===== config.mk =====
export PLATFORM = sky130hd
export DESIGN_NAME = serial_output_register
export DESIGN_NICKNAME = d
export VERILOG_FILES = /design/src/rtl/serial_output_register.sv
export SDC_FILE = /design/constraint.sdc
export NUM_CORES = 1
export LEC_CHECK = 0
export BUFFER_PORTS_ARGS = -buffer_cell sky130_fd_sc_hd__buf_2
export CAP_MARGIN = 40
export CORE_MARGIN = 2
export CORE_UTILIZATION = 35
export CTS_BUF_LIST = sky130_fd_sc_hd__clkbuf_2 sky130_fd_sc_hd__clkbuf_4 sky130_fd_sc_hd__clkbuf_8
export DETAILED_ROUTE_END_ITERATION = 16
export MAX_ROUTING_LAYER = met4
export PLACE_DENSITY_LB_ADDON = 0.15
export SETUP_SLACK_MARGIN = 0.15
export SYNTH_ARGS = -nofsm -noshare
export SYNTH_HDL_FRONTEND = slang
export SYNTH_SLANG_ARGS = --single-unit

===== constraint.sdc =====
create_clock -name clk -period 1.34 [get_ports clk]
set_input_delay 0.268 -clock clk [delete_from_list [all_inputs] [get_ports clk]]
set_output_delay 0.268 -clock clk [all_outputs]
set_load 0.005 [all_outputs]

===== src/rtl/serial_output_register.sv =====
// LSB-first parallel-to-serial transmitter with a one-entry holding buffer; bit0 is valid the cycle after accept.
// A word offered while the holding buffer is full waits (in_ready low) until the shifting word finishes.
module serial_output_register #(
    parameter int WIDTH = 4
) (
    input  logic             clk,
    input  logic             reset_n,
    input  logic [WIDTH-1:0] data_in,
    input  logic             in_valid,
    output logic             in_ready,
    output logic             serial_out,
    output logic             serial_valid,
    output logic             busy,
    output logic             word_done
);
    localparam int CNT_W = $clog2(WIDTH);
    localparam logic [CNT_W-1:0] LAST = CNT_W'(WIDTH - 1);

    typedef enum logic {
        IDLE,
        SHIFT
    } state_t;

    state_t             state, state_nxt;
    logic [WIDTH-1:0]   shift_reg, shift_nxt;
    logic [WIDTH-1:0]   hold_reg, hold_nxt;
    logic               hold_full, hold_full_nxt;
    logic [CNT_W-1:0]   count, count_nxt;
    logic               accept;

    assign in_ready = ~hold_full;
    assign accept   = in_valid & in_ready;
    assign busy     = (state == SHIFT) | hold_full;

    always_ff @(posedge clk or negedge reset_n) begin
        if (!reset_n) begin
            state     <= IDLE;
            shift_reg <= '0;
            hold_reg  <= '0;
            hold_full <= 1'b0;
            count     <= '0;
        end else begin
            state     <= state_nxt;
            shift_reg <= shift_nxt;
            hold_reg  <= hold_nxt;
            hold_full <= hold_full_nxt;
            count     <= count_nxt;
        end
    end

    always_comb begin
        state_nxt     = state;
        shift_nxt     = shift_reg;
        hold_nxt      = hold_reg;
        hold_full_nxt = hold_full;
        count_nxt     = count;
        serial_out    = 1'b0;
        serial_valid  = 1'b0;
        word_done     = 1'b0;

        case (state)
            IDLE: begin
                if (accept) begin
                    shift_nxt = data_in;
                    count_nxt = '0;
                    state_nxt = SHIFT;
                end
            end
            SHIFT: begin
                serial_out   = shift_reg[0];
                serial_valid = 1'b1;
                shift_nxt    = shift_reg >> 1;
                if (count == LAST) begin
                    // buffered word wins over a fresh offer; in_ready is low then anyway
                    word_done = 1'b1;
                    count_nxt = '0;
                    if (hold_full) begin
                        shift_nxt     = hold_reg;
                        hold_full_nxt = 1'b0;
                    end else if (accept) begin
                        shift_nxt = data_in;
                    end else begin
                        state_nxt = IDLE;
                    end
                end else begin
                    count_nxt = count + 1'b1;
                    if (accept) begin
                        hold_nxt      = data_in;
                        hold_full_nxt = 1'b1;
                    end
                end
            end
            default: state_nxt = IDLE;
        endcase
    end
endmodule


==> out/results.txt <==
Status - finished, violations left
Final WS setup - -0.03240 ns
Synth-to-Final Area Change - 38.26%
CP arrival - 1.10 ns
Register area share after synthesis - 0.4436
Worst r2r dst - hold_reg[1]
Routed wire length - 1.621 mm
Relative slew slack - 0.8045
R2r setup slk - 0.02 ns
Clock tree root driver cell - clkbuf_4
Max rail drop VDD - 1.228 mV
Cell taking the most area after synthesis - dfrtp_1
HP Class - input port to flop
PwrDens - 2457 nW/µm²
Critical Path Sink Type - output pin
Vias/cell - 5.116
Pin count of the biggest net entering global routing - 13
Hold Crit Depth - 2
Failing checks - setup timing
HPWL after DPL - 1.014 mm
Hold Crit Start - data_in[1]
Top post-synthesis cells by area - dfrtp_1 (44%), mux2_4 (8.9%), mux2_2 (5.0%), nand2b_1 (3.7%), o211ai_1 (3.3%)
CTS tree - yes
Gr usage total - 0.1587
Initial core utilization - 0.3837
Final antenna diode count - 0
Max clock buf depth - 2
Final setup fails - 2
First-pass iteration count of the detailed router - 4
Final min period - 1.372 ns
RSZ-0062 raised after global routing - true
Die Area - 2302 µm²
First-pass GRT wire length - 2.297 mm
Mapped Area - 676.9 µm²
Drt drc - 0
Crit-path slowest cell - dfrtp_1
Die width - 47.98 µm
Wire length per cell - 14.47 µm
Worst path cell trace - ha_2 -> nand2_2 -> inv_2 -> buf_6
Share of post-route cells with drive strength above 1 - 0.5517
Final Hold Viols - 0
Tightest Pin Transition - 0.2932 ns
Vias in the first global route - 477
Crit path largest cell delay - 0.39 ns
Syn Inst Count - 63
Number of I/O port buffers - 11
# nets final - 97
Syn Area/Cell - 10.74 µm²
Netlist cell types - 23
Clock Sinks - 12
Num CTS Buffers - 3
Top-area cell type share of the netlist area - 0.4436
Global placement routability congestion - 0.7221
Final Slew Violations - 0
FF-to-FF path depth - 4
Clk pin slew, worst setup/hold paths - 0.07 ns
YS warnings - 0
Final ANT Viol Nets - 0
Vias - 573
Synth Net Count - 71
Place WS - 0.005667 ns
Clock skew - 0.004972 ns
Die span in y - 47.98 µm
# IOs - 12
Row cnt - 15
Final period utilization - 1.024
Initial antenna violation count - 0
Placeable Area - 1764 µm²
Crit-path max FO - 3
Leak pwr - 0.4276 nW
Power, Total - 0.002299 W
Critical path type - flop to output pin
Final core utilization - 0.5305
Grt ovf - 0
Setup crit start kind - flop
H-tree Lvls - 1
Clk_lat worst skew - 0.27 ns
Seq cells post-synth - 12
FMAX - 728.7 MHz
Worst endpoint required time - 1.07 ns
Hold Path Sink - hold_reg[1]
1st-iter DRT viols - 7
R2r startpoint - count[1]
Total of max-cap violations - 0
routing by layer:
layer	share of wire	GRT usage
met1	0.48	0.2207
met2	0.48	0.2213
met3	0.036	0.02264
met4	0.0037	0.08108
met5	0	-
kinds of logic (layout without fill, tap and decap cells):
logic type      count (synthesis)  in the layout  synth area share
flops                          12             12            0.4436
simple gates                   20             20            0.1811
buf+inv                         7             31           0.05544
fa+ha+maj                       1              1           0.01848
compound gates                 15             15            0.1479
mux                             8              8            0.1534
per-stage QoR:
step	TNS [ns]	instances	cell area, µm²	hold slack [ns]
2_1_floorplan	0	63	699.4	-0.02759
5_1_grt	-0.2951	112	935.9	0.2392
4_1_cts	-0.02790	108	872.1	0.2524
6_report	-0.04759	112	935.9	0.2594
3_3_place_gp	0	98	769.5	0.1690
3_5_place_dp	0	98	769.5	0.1702
synthesized netlist by cell type:
master	count
dfrtp_1	12
nand2_1	5
mux2_4	4
nand2b_1	4
a31oi_1	3
buf_2	3
inv_1	3
mux2_2	3
nand3_1	3
nor3_1	3
o211ai_1	3
o21bai_1	3
o22ai_1	3
o21ai_0	2
a22oi_1	1
and2_1	1
and2b_1	1
buf_6	1
ha_1	1
mux2i_1	1
nand2b_2	1
nor2_8	1
or2_2	1
report_power, final:
| part | leakage, nW | total [W] | switching, W | internal [W] |
|---|---|---|---|---|
| combinational | 0.271 | 0.00139 | 0.000595 | 0.000798 |
| sequential | 0.143 | 0.000679 | 0.000130 | 0.000549 |
| clock | 0.0138 | 0.000227 | 0.000123 | 0.000104 |
layout make-up:
cell class | count | area, µm²
Fill cell | 174 | 828.3
Timing Repair Buffer | 25 | 185.2
Tap cell | 25 | 31.28
Sequential cell | 12 | 301.5
Multi-Input combinational cell | 44 | 381.6
Inverter | 3 | 13.76
Clock buffer | 3 | 22.52
timing repair:
item | 4_1_cts | 5_1_grt
resized for setup | 9 | 7
hold buffers | 1 | 0
pin swaps | 4 | 3
endpoints found under the hold margin | 12 | 0
cloned | 0 | 0
setup endpoints to repair | 10 | 13
buffers inserted | 6 | 4
critical path: cells and delay by family (launching register included):
kind	cells	cell delay, ns
and+or+nand+nor	1	0.08
DFF	1	0.39
adders and majority gates	1	0.21
buffers and inverters	2	0.16
layout by cell type, fill, tap and decap left out:
cell           synthesis  routed
buf_2                  3       8
buf_4                  0      12
inv_2                  0       1
dfrtp_1               12      11
nand2_2                0       1
mux2i_2                0       1
a22oi_2                0       1
mux2_4                 4       4
dfrtp_2                0       1
clkbuf_4               0       3
nand2b_1               4       3
and2b_2                0       1
mux2_2                 3       3
inv_4                  0       1
or2_4                  0       1
and2_1                 1       1
ha_2                   0       1
nand2_1                5       4
nor3_1                 3       3
buf_6                  1       4
nand2b_4               0       2
nand3_1                3       3
nor2_8                 1       1
o21bai_1               3       3
dlygate4sd3_1          0       1
a31oi_1                3       3
o22ai_1                3       1
inv_1                  3       1
o211ai_1               3       3
o22ai_2                0       2
o21ai_0                2       2
worst max-delay path by stage:
stage / startpoint / endpoint / slack (ns)
floorplan: count[0] / hold_reg[0] / 0.06
global placement: count[1] / hold_reg[2] / 0.02
detailed placement: count[0] / hold_reg[1] / 0.006
CTS: count[0] / word_done / -0.02
global route: count[1] / word_done / -0.09
finish: count[1] / word_done / -0.03
Power figures use the tool's default switching activity.
